===== config.mk =====
export PLATFORM = sky130hd
export DESIGN_NAME = pea_cmd_scheduler_flat
export DESIGN_NICKNAME = d
export VERILOG_FILES = /design/src/rtl/pea_cmd_scheduler_pkg.sv /design/src/rtl/pea_cmd_scheduler_if.sv /design/src/rtl/pea_cmd_scheduler_slot_table.sv /design/src/rtl/pea_cmd_scheduler.sv /design/src/flat_wrapper.sv
export SDC_FILE = /design/constraint.sdc
export NUM_CORES = 1
export LEC_CHECK = 0
export BUFFER_PORTS_ARGS = -buffer_cell sky130_fd_sc_hd__buf_4
export CORE_ASPECT_RATIO = 0.6
export CORE_MARGIN = 2
export CORE_UTILIZATION = 52
export CTS_BUF_LIST = sky130_fd_sc_hd__clkbuf_2
export CTS_CLUSTER_SIZE = 28
export DETAILED_ROUTE_END_ITERATION = 8
export PLACE_DENSITY = 0.83
export SYNTH_ARGS = -nofsm -noshare
export SYNTH_HDL_FRONTEND = slang
export SYNTH_SLANG_ARGS = --single-unit

===== constraint.sdc =====
create_clock -name clk -period 2.8 [get_ports clk]
set_input_delay 0.14 -clock clk [delete_from_list [all_inputs] [get_ports clk]]
set_output_delay 0.14 -clock clk [all_outputs]
set_load 0.03 [all_outputs]

===== src/rtl/pea_cmd_scheduler_pkg.sv =====
// ============================================================================
// pea_pkg : shared opcodes, status codes, token fields and FSM states. Rev 1.0
// ============================================================================
`default_nettype none

package pea_pkg;

  localparam int OP_W      = 8;
  localparam int SLOT_W    = 3;
  localparam int DEG_W     = 5;
  localparam int CNT_W     = 6;
  localparam int NUM_SLOTS = 8;

  localparam int OP_LSB    = 8;
  localparam int SLOT_LSB  = 5;
  localparam int N_LSB     = 0;

  localparam logic [OP_W-1:0] OP_STP = 8'h01;
  localparam logic [OP_W-1:0] OP_EVP = 8'h02;
  localparam logic [OP_W-1:0] OP_CLR = 8'h03;

  localparam logic [1:0] ST_OK         = 2'b00;
  localparam logic [1:0] ST_BAD_OP     = 2'b01;
  localparam logic [1:0] ST_NOT_LOADED = 2'b10;

  typedef enum logic [3:0] {
    S_IDLE      = 4'd0,
    S_FETCH     = 4'd1,
    S_DECODE    = 4'd2,
    S_STP_WAIT  = 4'd3,
    S_STP_RD    = 4'd4,
    S_STP_WR    = 4'd5,
    S_EVP_WAIT  = 4'd6,
    S_EVP_RD    = 4'd7,
    S_EVP_GO    = 4'd8,
    S_EVP_RUN   = 4'd9,
    S_EVP_WB    = 4'd10,
    S_DISC_WAIT = 4'd11,
    S_DISC_RD   = 4'd12,
    S_STATUS    = 4'd13,
    S_STAT_WR   = 4'd14
  } pea_state_e;

  function automatic int log2(input int value);
    int r;
    r = 0;
    for (int i = 0; i < 32; i++) begin
      if ((1 << r) < value) r++;
    end
    return r;
  endfunction

endpackage

`default_nettype wire


===== src/rtl/pea_cmd_scheduler_if.sv =====
// ============================================================================
// pea_cmd_scheduler_if : FIFO, coefficient-store and core signals. Rev 1.0
// ============================================================================
`default_nettype none

interface pea_cmd_scheduler_if #(
  parameter int WORD_SIZE   = 16,
  parameter int BUFFER_SIZE = 1024
) ();

  localparam int PW = pea_pkg::log2(BUFFER_SIZE);

  logic [15:0]            control_in;
  logic [PW-1:0]          control_pop;
  logic                   control_rd_en;
  logic [WORD_SIZE-1:0]   data_in;
  logic [PW-1:0]          data_pop;
  logic                   data_rd_en;
  logic [PW-1:0]          result_free_space;
  logic                   result_wr_en;
  logic [2*WORD_SIZE-1:0] result_out;
  logic [PW-1:0]          status_free_space;
  logic                   status_wr_en;
  logic [15:0]            status_out;
  logic                   coef_wr_en;
  logic [2:0]             coef_slot;
  logic [4:0]             coef_idx;
  logic [WORD_SIZE-1:0]   coef_wdata;
  logic                   eval_start;
  logic [2:0]             eval_slot;
  logic [4:0]             eval_degree;
  logic [WORD_SIZE-1:0]   eval_x;
  logic                   eval_done;
  logic [2*WORD_SIZE-1:0] eval_result;
  logic                   busy;

  modport master (
    input  control_in, control_pop, data_in, data_pop,
           result_free_space, status_free_space, eval_done, eval_result,
    output control_rd_en, data_rd_en, result_wr_en, result_out,
           status_wr_en, status_out, coef_wr_en, coef_slot, coef_idx,
           coef_wdata, eval_start, eval_slot, eval_degree, eval_x, busy
  );

  modport slave (
    output control_in, control_pop, data_in, data_pop,
           result_free_space, status_free_space, eval_done, eval_result,
    input  control_rd_en, data_rd_en, result_wr_en, result_out,
           status_wr_en, status_out, coef_wr_en, coef_slot, coef_idx,
           coef_wdata, eval_start, eval_slot, eval_degree, eval_x, busy
  );

endinterface

`default_nettype wire


===== src/rtl/pea_cmd_scheduler_slot_table.sv =====
// ============================================================================
// pea_slot_table : 8-entry {valid, degree} table, async read. Rev 1.0
// ============================================================================
`default_nettype none

module pea_slot_table
  import pea_pkg::*;
(
  input  wire logic              clk,
  input  wire logic              rst,
  input  wire logic              wr_en_i,
  input  wire logic [SLOT_W-1:0] wr_slot_i,
  input  wire logic [DEG_W-1:0]  wr_degree_i,
  input  wire logic              clr_i,
  input  wire logic [SLOT_W-1:0] rd_slot_i,
  output logic                   rd_valid_o,
  output logic [DEG_W-1:0]       rd_degree_o
);

  logic [NUM_SLOTS-1:0] valid_w;
  logic [DEG_W-1:0]     degree_w [NUM_SLOTS];

  for (genvar i = 0; i < NUM_SLOTS; i++) begin : g_slot
    logic             valid_q;
    logic [DEG_W-1:0] degree_q;

    // A write to this slot takes precedence over a clear in the same cycle.
    always_ff @(posedge clk or negedge rst) begin
      if (!rst) begin
        valid_q  <= 1'b0;
        degree_q <= '0;
      end else if (wr_en_i && (wr_slot_i == SLOT_W'(i))) begin
        valid_q  <= 1'b1;
        degree_q <= wr_degree_i;
      end else if (clr_i) begin
        valid_q  <= 1'b0;
      end
    end

    assign valid_w[i]  = valid_q;
    assign degree_w[i] = degree_q;
  end

  assign rd_valid_o  = valid_w[rd_slot_i];
  assign rd_degree_o = degree_w[rd_slot_i];

endmodule

`default_nettype wire


===== src/rtl/pea_cmd_scheduler.sv =====
// ============================================================================
// pea_cmd_scheduler : PEA command sequencer (fetch/decode, STP, EVP, CLR). Rev 1.0
// ============================================================================
`default_nettype none

module pea_cmd_scheduler
  import pea_pkg::*;
#(
  parameter int WORD_SIZE   = 16,
  parameter int BUFFER_SIZE = 1024
) (
  input  wire logic           clk,
  input  wire logic           rst,
  pea_cmd_scheduler_if.master bus
);

  localparam int PW = log2(BUFFER_SIZE);

  pea_state_e             state_q,  state_d;
  logic [OP_W-1:0]        op_q,     op_d;
  logic [SLOT_W-1:0]      slot_q,   slot_d;
  logic [DEG_W-1:0]       n_q,      n_d;
  logic [1:0]             code_q,   code_d;
  logic [CNT_W-1:0]       cnt_q,    cnt_d;
  logic [WORD_SIZE-1:0]   eval_x_q, eval_x_d;
  logic [2*WORD_SIZE-1:0] result_q, result_d;

  logic              ctl_rd, dat_rd, res_wr, st_wr, coef_wr, start;
  logic              tbl_wr, tbl_clr, tbl_valid;
  logic [SLOT_W-1:0] tbl_rd_slot;
  logic [DEG_W-1:0]  tbl_degree;
  logic [OP_W-1:0]   tok_op;
  logic [SLOT_W-1:0] tok_slot;
  logic [DEG_W-1:0]  tok_n;
  logic [PW-1:0]     stp_need;
  logic [CNT_W-1:0]  n_ext;

  assign tok_op   = bus.control_in[OP_LSB +: OP_W];
  assign tok_slot = bus.control_in[SLOT_LSB +: SLOT_W];
  assign tok_n    = bus.control_in[N_LSB +: DEG_W];
  assign n_ext    = {1'b0, n_q};
  assign stp_need = PW'(n_ext) + PW'(1);

  // DECODE looks up the incoming slot before it has been latched.
  assign tbl_rd_slot = (state_q == S_DECODE) ? tok_slot : slot_q;

  pea_slot_table u_slot_table (
    .clk         (clk),
    .rst         (rst),
    .wr_en_i     (tbl_wr),
    .wr_slot_i   (slot_q),
    .wr_degree_i (n_q),
    .clr_i       (tbl_clr),
    .rd_slot_i   (tbl_rd_slot),
    .rd_valid_o  (tbl_valid),
    .rd_degree_o (tbl_degree)
  );

  always_ff @(posedge clk or negedge rst) begin
    if (!rst) begin
      state_q  <= S_IDLE;
      op_q     <= '0;
      slot_q   <= '0;
      n_q      <= '0;
      code_q   <= '0;
      cnt_q    <= '0;
      eval_x_q <= '0;
      result_q <= '0;
    end else begin
      state_q  <= state_d;
      op_q     <= op_d;
      slot_q   <= slot_d;
      n_q      <= n_d;
      code_q   <= code_d;
      cnt_q    <= cnt_d;
      eval_x_q <= eval_x_d;
      result_q <= result_d;
    end
  end

  always_comb begin
    state_d  = state_q;
    op_d     = op_q;
    slot_d   = slot_q;
    n_d      = n_q;
    code_d   = code_q;
    cnt_d    = cnt_q;
    eval_x_d = eval_x_q;
    result_d = result_q;
    ctl_rd   = 1'b0;
    dat_rd   = 1'b0;
    res_wr   = 1'b0;
    st_wr    = 1'b0;
    coef_wr  = 1'b0;
    start    = 1'b0;
    tbl_wr   = 1'b0;
    tbl_clr  = 1'b0;

    case (state_q)
      S_IDLE: begin
        if (bus.control_pop != '0) state_d = S_FETCH;
      end
      S_FETCH: begin
        ctl_rd  = 1'b1;
        state_d = S_DECODE;
      end
      S_DECODE: begin
        op_d   = tok_op;
        slot_d = tok_slot;
        n_d    = tok_n;
        cnt_d  = '0;
        code_d = ST_OK;
        case (tok_op)
          OP_STP: state_d = S_STP_WAIT;
          OP_EVP: begin
            if (tok_n == '0) begin
              state_d = S_STATUS;
            end else if (tbl_valid) begin
              state_d = S_EVP_WAIT;
            end else begin
              code_d  = ST_NOT_LOADED;
              state_d = S_DISC_WAIT;
            end
          end
          OP_CLR: begin
            tbl_clr = 1'b1;
            state_d = S_STATUS;
          end
          default: begin
            code_d  = ST_BAD_OP;
            state_d = S_STATUS;
          end
        endcase
      end
      // The whole coefficient set must be present before the first pop.
      S_STP_WAIT: begin
        if (bus.data_pop >= stp_need) state_d = S_STP_RD;
      end
      S_STP_RD: begin
        dat_rd  = 1'b1;
        state_d = S_STP_WR;
      end
      S_STP_WR: begin
        coef_wr = 1'b1;
        if (cnt_q == n_ext) begin
          tbl_wr  = 1'b1;
          state_d = S_STATUS;
        end else begin
          cnt_d   = cnt_q + CNT_W'(1);
          state_d = S_STP_RD;
        end
      end
      S_EVP_WAIT: begin
        if ((bus.data_pop != '0) && (bus.result_free_space != '0)) state_d = S_EVP_RD;
      end
      S_EVP_RD: begin
        dat_rd  = 1'b1;
        state_d = S_EVP_GO;
      end
      S_EVP_GO: begin
        start    = 1'b1;
        eval_x_d = bus.data_in;
        state_d  = S_EVP_RUN;
      end
      S_EVP_RUN: begin
        if (bus.eval_done) begin
          result_d = bus.eval_result;
          state_d  = S_EVP_WB;
        end
      end
      S_EVP_WB: begin
        res_wr  = 1'b1;
        cnt_d   = cnt_q + CNT_W'(1);
        state_d = (cnt_d == n_ext) ? S_STATUS : S_EVP_WAIT;
      end
      S_DISC_WAIT: begin
        if (bus.data_pop != '0) state_d = S_DISC_RD;
      end
      S_DISC_RD: begin
        dat_rd  = 1'b1;
        cnt_d   = cnt_q + CNT_W'(1);
        state_d = (cnt_d == n_ext) ? S_STATUS : S_DISC_WAIT;
      end
      S_STATUS: begin
        if (bus.status_free_space != '0) state_d = S_STAT_WR;
      end
      S_STAT_WR: begin
        st_wr   = 1'b1;
        state_d = S_IDLE;
      end
      default: state_d = S_IDLE;
    endcase
  end

  assign bus.control_rd_en = ctl_rd;
  assign bus.data_rd_en    = dat_rd;
  assign bus.result_wr_en  = res_wr;
  assign bus.result_out    = result_q;
  assign bus.status_wr_en  = st_wr;
  assign bus.status_out    = {op_q, slot_q, 3'b000, code_q};
  assign bus.coef_wr_en    = coef_wr;
  assign bus.coef_slot     = slot_q;
  assign bus.coef_idx      = cnt_q[DEG_W-1:0];
  assign bus.coef_wdata    = (state_q == S_STP_WR) ? bus.data_in : '0;
  assign bus.eval_start    = start;
  assign bus.eval_slot     = slot_q;
  assign bus.eval_degree   = tbl_degree;
  // The popped x is forwarded in the start cycle and held from the register afterwards.
  assign bus.eval_x        = (state_q == S_EVP_GO) ? bus.data_in : eval_x_q;
  assign bus.busy          = (state_q != S_IDLE);

endmodule

`default_nettype wire

===== src/flat_wrapper.sv =====
// flat-port wrapper written by rule: the top's interface ports become plain ports
module pea_cmd_scheduler_flat import pea_pkg::*;
#(
  parameter int WORD_SIZE   = 16,
  parameter int BUFFER_SIZE = 1024
)
  (clk, rst, bus_control_in, bus_control_pop, bus_data_in, bus_data_pop, bus_result_free_space, bus_status_free_space, bus_eval_done, bus_eval_result, bus_control_rd_en, bus_data_rd_en, bus_result_wr_en, bus_result_out, bus_status_wr_en, bus_status_out, bus_coef_wr_en, bus_coef_slot, bus_coef_idx, bus_coef_wdata, bus_eval_start, bus_eval_slot, bus_eval_degree, bus_eval_x, bus_busy);
  pea_cmd_scheduler_if #(.WORD_SIZE(WORD_SIZE), .BUFFER_SIZE(BUFFER_SIZE)) bus_i ();
  input  wire logic clk;
  input  wire logic rst;
  input wire logic [$bits(bus_i.control_in)-1:0] bus_control_in;
  input wire logic [$bits(bus_i.control_pop)-1:0] bus_control_pop;
  input wire logic [$bits(bus_i.data_in)-1:0] bus_data_in;
  input wire logic [$bits(bus_i.data_pop)-1:0] bus_data_pop;
  input wire logic [$bits(bus_i.result_free_space)-1:0] bus_result_free_space;
  input wire logic [$bits(bus_i.status_free_space)-1:0] bus_status_free_space;
  input wire logic [$bits(bus_i.eval_done)-1:0] bus_eval_done;
  input wire logic [$bits(bus_i.eval_result)-1:0] bus_eval_result;
  output wire logic [$bits(bus_i.control_rd_en)-1:0] bus_control_rd_en;
  output wire logic [$bits(bus_i.data_rd_en)-1:0] bus_data_rd_en;
  output wire logic [$bits(bus_i.result_wr_en)-1:0] bus_result_wr_en;
  output wire logic [$bits(bus_i.result_out)-1:0] bus_result_out;
  output wire logic [$bits(bus_i.status_wr_en)-1:0] bus_status_wr_en;
  output wire logic [$bits(bus_i.status_out)-1:0] bus_status_out;
  output wire logic [$bits(bus_i.coef_wr_en)-1:0] bus_coef_wr_en;
  output wire logic [$bits(bus_i.coef_slot)-1:0] bus_coef_slot;
  output wire logic [$bits(bus_i.coef_idx)-1:0] bus_coef_idx;
  output wire logic [$bits(bus_i.coef_wdata)-1:0] bus_coef_wdata;
  output wire logic [$bits(bus_i.eval_start)-1:0] bus_eval_start;
  output wire logic [$bits(bus_i.eval_slot)-1:0] bus_eval_slot;
  output wire logic [$bits(bus_i.eval_degree)-1:0] bus_eval_degree;
  output wire logic [$bits(bus_i.eval_x)-1:0] bus_eval_x;
  output wire logic [$bits(bus_i.busy)-1:0] bus_busy;
  assign bus_i.control_in = bus_control_in;
  assign bus_i.control_pop = bus_control_pop;
  assign bus_i.data_in = bus_data_in;
  assign bus_i.data_pop = bus_data_pop;
  assign bus_i.result_free_space = bus_result_free_space;
  assign bus_i.status_free_space = bus_status_free_space;
  assign bus_i.eval_done = bus_eval_done;
  assign bus_i.eval_result = bus_eval_result;
  assign bus_control_rd_en = bus_i.control_rd_en;
  assign bus_data_rd_en = bus_i.data_rd_en;
  assign bus_result_wr_en = bus_i.result_wr_en;
  assign bus_result_out = bus_i.result_out;
  assign bus_status_wr_en = bus_i.status_wr_en;
  assign bus_status_out = bus_i.status_out;
  assign bus_coef_wr_en = bus_i.coef_wr_en;
  assign bus_coef_slot = bus_i.coef_slot;
  assign bus_coef_idx = bus_i.coef_idx;
  assign bus_coef_wdata = bus_i.coef_wdata;
  assign bus_eval_start = bus_i.eval_start;
  assign bus_eval_slot = bus_i.eval_slot;
  assign bus_eval_degree = bus_i.eval_degree;
  assign bus_eval_x = bus_i.eval_x;
  assign bus_busy = bus_i.busy;
  pea_cmd_scheduler #(.WORD_SIZE(WORD_SIZE), .BUFFER_SIZE(BUFFER_SIZE)) u_core (.clk(clk), .rst(rst), .bus(bus_i));
endmodule

==> impl_metrics.env, run 1 <==
export IMPL_synth_xor_area_share=0.0199
export IMPL_outcome="finished, violations left"
export IMPL_htreeDepth=4
export IMPL_routed_via_count=5901
export IMPL_setup_violations_final=21
export IMPL_violations_in_the_final_reports="hold timing, setup timing"
export IMPL_first_global_vias=5644
export IMPL_initial_antenna_violation_count=0
export IMPL_finish_cell_count_without_fillers=990
export IMPL_synth_edf_count=0
export IMPL_final_setup_tns_ns=-2.20
export IMPL_detail_route_iter0_violations=573
export IMPL_postPlaceCellArea_mm2=0.00785
export IMPL_critical_path_required_ns=2.66
export IMPL_report_final_slew_viol_count=0
export IMPL_grt_remaining_overflow=0
export IMPL_ys_flop_type="dfrtp_1"
export IMPL_synth_top_cell_area_share=0.505
export IMPL_synth_area_leader_cell="dfrtp_1"
export IMPL_synth_cell_area_mm2=0.00615
export IMPL_async_reset_ff_frac=1.00
export IMPL_critical_path_endpoint_type="output pin"
export IMPL_final_area_mm2=0.00915
export IMPL_total_instance_count_after_detailed_placement=870
export IMPL_area_growth_from_synthesis_to_final_layout_pct=48.8
export IMPL_final_hold_viol_count=8
export IMPL_num_antenna_cells=0
export IMPL_cts_made_buffers=17
export IMPL_placementRows=30
export IMPL_average_via_count_per_standard_cell=5.96
export IMPL_fin_skew_ns=0.0623
export IMPL_layout_core_utilization=0.802
export IMPL_cp_max_fo=5
export IMPL_synth_fa_ha_area_frac=0.0163
export IMPL_die_h_um=88.2
export IMPL_maximum_number_of_pins_on_one_net_before_global_route_repair=125
export IMPL_worstPathArrival_ns=2.94
export IMPL_worst_skew_pair_late_latency_ns=0.77
export IMPL_starting_utilization_of_the_core_area=0.539
export IMPL_synth_top_cells_by_area="dfrtp_1 50%, mux2_1 12%, nand2_1 4.8%"
export IMPL_totalPowerFinal_mw=9.91
export IMPL_synth_lib_cells_used_distinct=55
export IMPL_ys_ff_latch=124
export IMPL_layout_setup_ws_ns=-0.279
export IMPL_die_x_um=144
export IMPL_first_pass_grt_wire_length_um=31100
export IMPL_gpl_final_weighted_congestion=0.928
export IMPL_cts_reportedPaths_clkPinSlew_ns=0.22
export IMPL_relSlewSlack=0.528
export IMPL_ant_nets=0
export IMPL_ioPinCount=210
export IMPL_dpl_hpwl_um=12900
export IMPL_combinational_family_with_the_most_area_after_synthesis="multiplexers"
export IMPL_avgSynthCellArea_um2=11.8
export IMPL_clk_root_buffer_cell="clkbuf_2"
export IMPL_power_density_mw_per_mm2=1080
export IMPL_post_place_ws_ns=0.141
export IMPL_max_freq_ghz=0.325
export IMPL_synth_compound_gate_area_share=0.0521
export IMPL_post_synth_top_count_cell="dfrtp_1"
export IMPL_worstMarginPinSlew_ns=0.707
export IMPL_synthTopCellsByCount="124 x dfrtp_1, 78 x nand2_1, 66 x mux2_1"
export IMPL_post_synth_mux_area_share=0.219
export IMPL_tritoncts="done"
export IMPL_die_area_mm2=0.0127
export IMPL_post_synth_inst_count=523
export IMPL_clk_path_buf_depth=2
export IMPL_timing_hold_ws_ns=-0.0345
export IMPL_first_pass_iters=5
export IMPL_holdCritPathClass="in -> async"
export IMPL_power_leakage_nw=4.60
export IMPL_cts_num_sinks=124
export IMPL_fillers=614
export IMPL_yosysWarnings=0
export IMPL_layout_min_cycle_time_ns=3.08
export IMPL_portBuffers=206
export IMPL_vdd_drop_max_v=0.000842
export IMPL_post_route_cells_drive_above_1_share=0.429
export IMPL_unrepaired_setup_endpoints_after_global_routing="yes"
export IMPL_startpoint_class="flip-flop"
export IMPL_track_usage=0.329
export IMPL_finish_net_count=932
export IMPL_area_of_the_placeable_core_mm2=0.0114
export IMPL_synth_sequential_area_ratio=0.505
export IMPL_drt_total_wl_um=24100
export IMPL_period_utilization_post_route=1.10
export IMPL_simple_gate_area_share_of_the_yosys_netlist=0.146
export IMPL_crit_type="reg -> out"
export IMPL_drc_violations_left=0
export IMPL_max_cap_check_violation_count=0
export IMPL_routed_wire_length_per_instance_um=24.3
## final cells by class
| class | count | area, um^2 | share of cell area |
|---|---|---|---|
| clock buffers | 17 | 85.1 | 0.00930 |
| well taps | 160 | 200 | 0.0219 |
| inverters | 12 | 45.0 | 0.00492 |
| repair buffers | 313 | 2650 | 0.290 |
| flip-flops and latches | 124 | 3110 | 0.340 |
| multi-input cells | 349 | 2910 | 0.318 |
| clock inverters | 15 | 150 | 0.0164 |
## registers in the layout, indices dropped and copies added, names as in the netlist
register and count:
u_core.u_slot_table.g_slot.degree_q 40, u_core.bus.result_out 32, u_core.eval_x_q 16, u_core.op_q 8, u_core.u_slot_table.g_slot.valid_q 8, u_core.cnt_q 6, u_core.n_q 5, u_core.state_q 4
u_core.bus.coef_slot 3, u_core.code_q 2
## kinds of logic after synthesis
logic type / Yosys count
AND/OR/NAND/NOR: 170
flip-flops: 124
multiplexers: 108
buffers and inverters: 52
AO/OA/AOI/OAI: 46
XOR/XNOR: 14
adder cells (fa/ha/maj): 8
other: 1
## layer usage
layer,routed length [um],GRT usage,vias to the layer above
met5,0,0,-
met1,9060,0.439,2870
met2,11200,0.525,482
met4,1410,0.122,0
met3,2380,0.0898,138
li1,-,-,2411
## worst paths after layout
path | start | end | slack, ns | cells after the start
worst min-delay path | rst | u_core.state_q[0] | -0.03 | 3
worst max-delay path | u_core.state_q[0] | bus_eval_degree[0] | -0.28 | 9
worst max register to register | u_core.state_q[2] | u_core.state_q[2] | 0.10 | 10
min in group clk | bus_eval_done | u_core.bus.result_out[28] | 0.07 | 4
worst min register to register | u_core.u_slot_table.g_slot[3].degree_q[0] | u_core.u_slot_table.g_slot[3].degree_q[0] | 0.51 | 1
max in group asynchronous | rst | u_core.n_q[3] | 2.20 | 3
## report_power, final
group	leakage [nW]	internal [mW]	switching (mW)
combinational	2.87	2.40	3.28
clock	0.138	0.351	0.844
sequential	1.58	2.39	0.647
## worst max-delay path, cell delays in order, from the launching register on
cell	delay, ns
dfrtp_1	0.44
nand2b_4	0.17
nor3_4	0.27
mux2i_4	0.33
buf_6	0.14
buf_8	0.12
mux4_2	0.50
nand2_2	0.09
nand2_2	0.05
buf_6	0.13
## placed cells by master, fill, tap and decap left out, types with 8 or more instances in the layout
cell type,n
and2_1,16
nand3_1,11
xnor2_1,8
nor4_1,10
ha_1,8
nand2_1,68
clkbuf_2,17
buf_4,218
nand2_2,11
nor2_1,17
dlygate4sd3_1,65
mux2_1,57
mux4_2,12
mux2_2,17
buf_6,26
mux2_4,16
dfrtp_1,120
inv_1,10
## what timing repair did
| action | 4_1_cts | 5_1_grt |
|---|---|---|
| pin swaps | 0 | 5 |
| gates resized for setup | 12 | 69 |
| endpoints found under the setup margin | 8 | 23 |
| hold endpoints to repair | 190 | 0 |
| hold buffers | 65 | 0 |
| buffers inserted | 2 | 18 |
| cloned | 0 | 3 |
No activity file was read; power rests on OpenSTA's default activity.
==> inputs of run 2 (changes only) <==
--- a/config.mk
+++ b/config.mk
@@ -12,6 +12,7 @@
 export CTS_BUF_LIST = sky130_fd_sc_hd__clkbuf_2
 export CTS_CLUSTER_SIZE = 28
 export DETAILED_ROUTE_END_ITERATION = 8
+export HOLD_SLACK_MARGIN = 0.15
 export PLACE_DENSITY = 0.83
 export SYNTH_ARGS = -nofsm -noshare
 export SYNTH_HDL_FRONTEND = slang
==> run 2 against run 1 <==
  * The run ends with setup timing left
  * Clock skew about the same
  * Core utilization up 3.0 points
  * Final area up 3.7%
  * Non-clock buffer count is 31 higher
  * Clock power about the same
  * Worst hold slack gained 0.24 ns
  * Largest power group unchanged
  * Highest routed layer unchanged
==> impl_metrics.env, run 2 (synthesis results as in run 1) <==
export IMPL_outcome="finished, violations left"
export IMPL_violations_in_the_final_reports="setup timing"
export IMPL_area_of_the_placeable_core_mm2=0.0114
export IMPL_htreeDepth=4
export IMPL_cts_made_buffers=17
export IMPL_power_density_mw_per_mm2=1090
export IMPL_ant_nets=0
export IMPL_cp_max_fo=5
export IMPL_hp_start="bus_control_in[1]"
export IMPL_post_place_ws_ns=0.141
export IMPL_relSlewSlack=0.538
export IMPL_crit_type="reg -> out"
export IMPL_die_area_mm2=0.0127
export IMPL_average_via_count_per_standard_cell=6.16
export IMPL_postPlaceCellArea_mm2=0.00785
export IMPL_track_usage=0.364
export IMPL_final_area_mm2=0.00949
export IMPL_gpl_final_weighted_congestion=0.928
export IMPL_largest_register_ff_count=40
export IMPL_unrepaired_setup_endpoints_after_global_routing="yes"
export IMPL_drt_total_wl_um=26300
export IMPL_finish_net_count=963
export IMPL_worst_skew_pair_late_latency_ns=0.76
export IMPL_commonest_cells_after_routing_fill_and_taps_aside="210 x buf_4, 121 x dfrtp_1, 101 x dlygate4sd3_1, 68 x nand2_1, 57 x mux2_1"
export IMPL_power_leakage_nw=4.76
export IMPL_worstMarginPinSlew_ns=0.693
export IMPL_starting_utilization_of_the_core_area=0.539
export IMPL_routed_wire_length_per_instance_um=25.7
export IMPL_clk_path_buf_depth=2
export IMPL_startpoint_class="flip-flop"
export IMPL_report_final_slew_viol_count=0
export IMPL_period_utilization_post_route=1.11
export IMPL_ioPinCount=210
export IMPL_layout_core_utilization=0.832
export IMPL_final_common_cell="buf_4"
export IMPL_drc_violations_left=0
export IMPL_maximum_number_of_pins_on_one_net_before_global_route_repair=125
export IMPL_routed_via_count=6288
export IMPL_reg2reg_slack_ns=-0.20
export IMPL_critical_path_required_ns=2.66
export IMPL_first_pass_iters=7
export IMPL_num_antenna_cells=0
export IMPL_worstPathArrival_ns=2.97
export IMPL_max_cap_check_violation_count=0
export IMPL_timing_hold_ws_ns=0.203
export IMPL_first_global_vias=6099
export IMPL_max_freq_ghz=0.321
export IMPL_post_route_cells_drive_above_1_share=0.408
export IMPL_portBuffers=206
export IMPL_rr_worst_depth=10
export IMPL_final_hold_viol_count=0
export IMPL_cts_reportedPaths_clkPinSlew_ns=0.21
export IMPL_placementRows=30
export IMPL_clk_root_buffer_cell="clkbuf_2"
export IMPL_final_setup_tns_ns=-4.19
export IMPL_worstHoldEndpoint="u_core.n_q[1]"
export IMPL_regToRegStartpoint="u_core.state_q[2]"
export IMPL_hold_path_depth=4
export IMPL_detail_route_iter0_violations=827
export IMPL_critical_path_endpoint_type="output pin"
export IMPL_tritoncts="done"
export IMPL_fin_skew_ns=0.0626
export IMPL_layout_min_cycle_time_ns=3.11
export IMPL_holdCritPathClass="in -> reg"
export IMPL_setup_violations_final=25
export IMPL_initial_antenna_violation_count=0
export IMPL_layout_setup_ws_ns=-0.311
export IMPL_r2r_end="u_core.code_q[1]"
export IMPL_dpl_hpwl_um=12900
export IMPL_first_pass_grt_wire_length_um=34300
export IMPL_grt_remaining_overflow=0
export IMPL_die_h_um=88.2
export IMPL_cts_num_sinks=124
export IMPL_registers_top_by_ff_count="u_core.u_slot_table.g_slot.degree_q"
export IMPL_vdd_drop_max_v=0.000831
export IMPL_area_growth_from_synthesis_to_final_layout_pct=54.4
export IMPL_die_x_um=144
==> run 2: layout make-up <==
cell class	instances	area (um^2)
fill	537	1920
tap	160	200
clock inverter	15	150
multi-input combinational	349	2910
timing repair buffer	344	2990
sequential	124	3110
inverter	12	45.0
clock buffer	17	85.1
==> run 2: repair_timing <==
item,CTS,global route
resized for setup,12,73
buffers inserted,2,13
pin swaps,0,5
endpoints found under the setup margin,8,23
gates cloned,0,3
hold buffers,101,0
endpoints found under the hold margin,202,0
==> run 2: power by group <==
group	leakage [nW]	switching [mW]	internal, mW	total (mW)
logic	3.03	3.42	2.67	6.09
registers	1.59	0.687	2.39	3.07
clock network	0.138	0.856	0.351	1.21
==> run 2: worst max-delay path, cell delays in order (launching register included) <==
cell and delay, ns:
dfrtp_1 0.44, nand2b_4 0.17, nor3_4 0.27, mux2i_4 0.39
buf_6 0.19, mux4_2 0.53, nand2_2 0.09, nand2_2 0.06
buf_6 0.13
==> run 2: stage by stage <==
step	cells	power [mW]
after floorplan	525	5.89
after global placement	870	7.48
after detailed placement	870	7.62
after CTS	1005	9.20
after global routing	1021	10.7
final	1021	10.4
==> run 2: worst max-delay path by stage <==
stage / startpoint / to / slack (ns) / cells past startpoint
5_1_grt: u_core.state_q[0] / bus_eval_degree[1] / -0.53 / 8
3_3_place_gp: u_core.n_q[3] / u_core.state_q[2] / 0.26 / 9
4_1_cts: u_core.state_q[0] / bus_eval_degree[1] / -0.24 / 8
2_1_floorplan: u_core.n_q[1] / u_core.state_q[2] / 0.34 / 9
6_report: u_core.state_q[0] / bus_eval_degree[4] / -0.31 / 8
3_5_place_dp: u_core.n_q[3] / u_core.state_q[2] / 0.14 / 9
==> run 2: metal layers <==
metal  GRT usage  vias to the layer above  part of all wire
li1            -                     2475                 -
met1       0.472                     3037              0.37
met2       0.595                      603              0.44
met3      0.0990                      173              0.11
met4       0.144                        0             0.070
met5           0                        -                 0
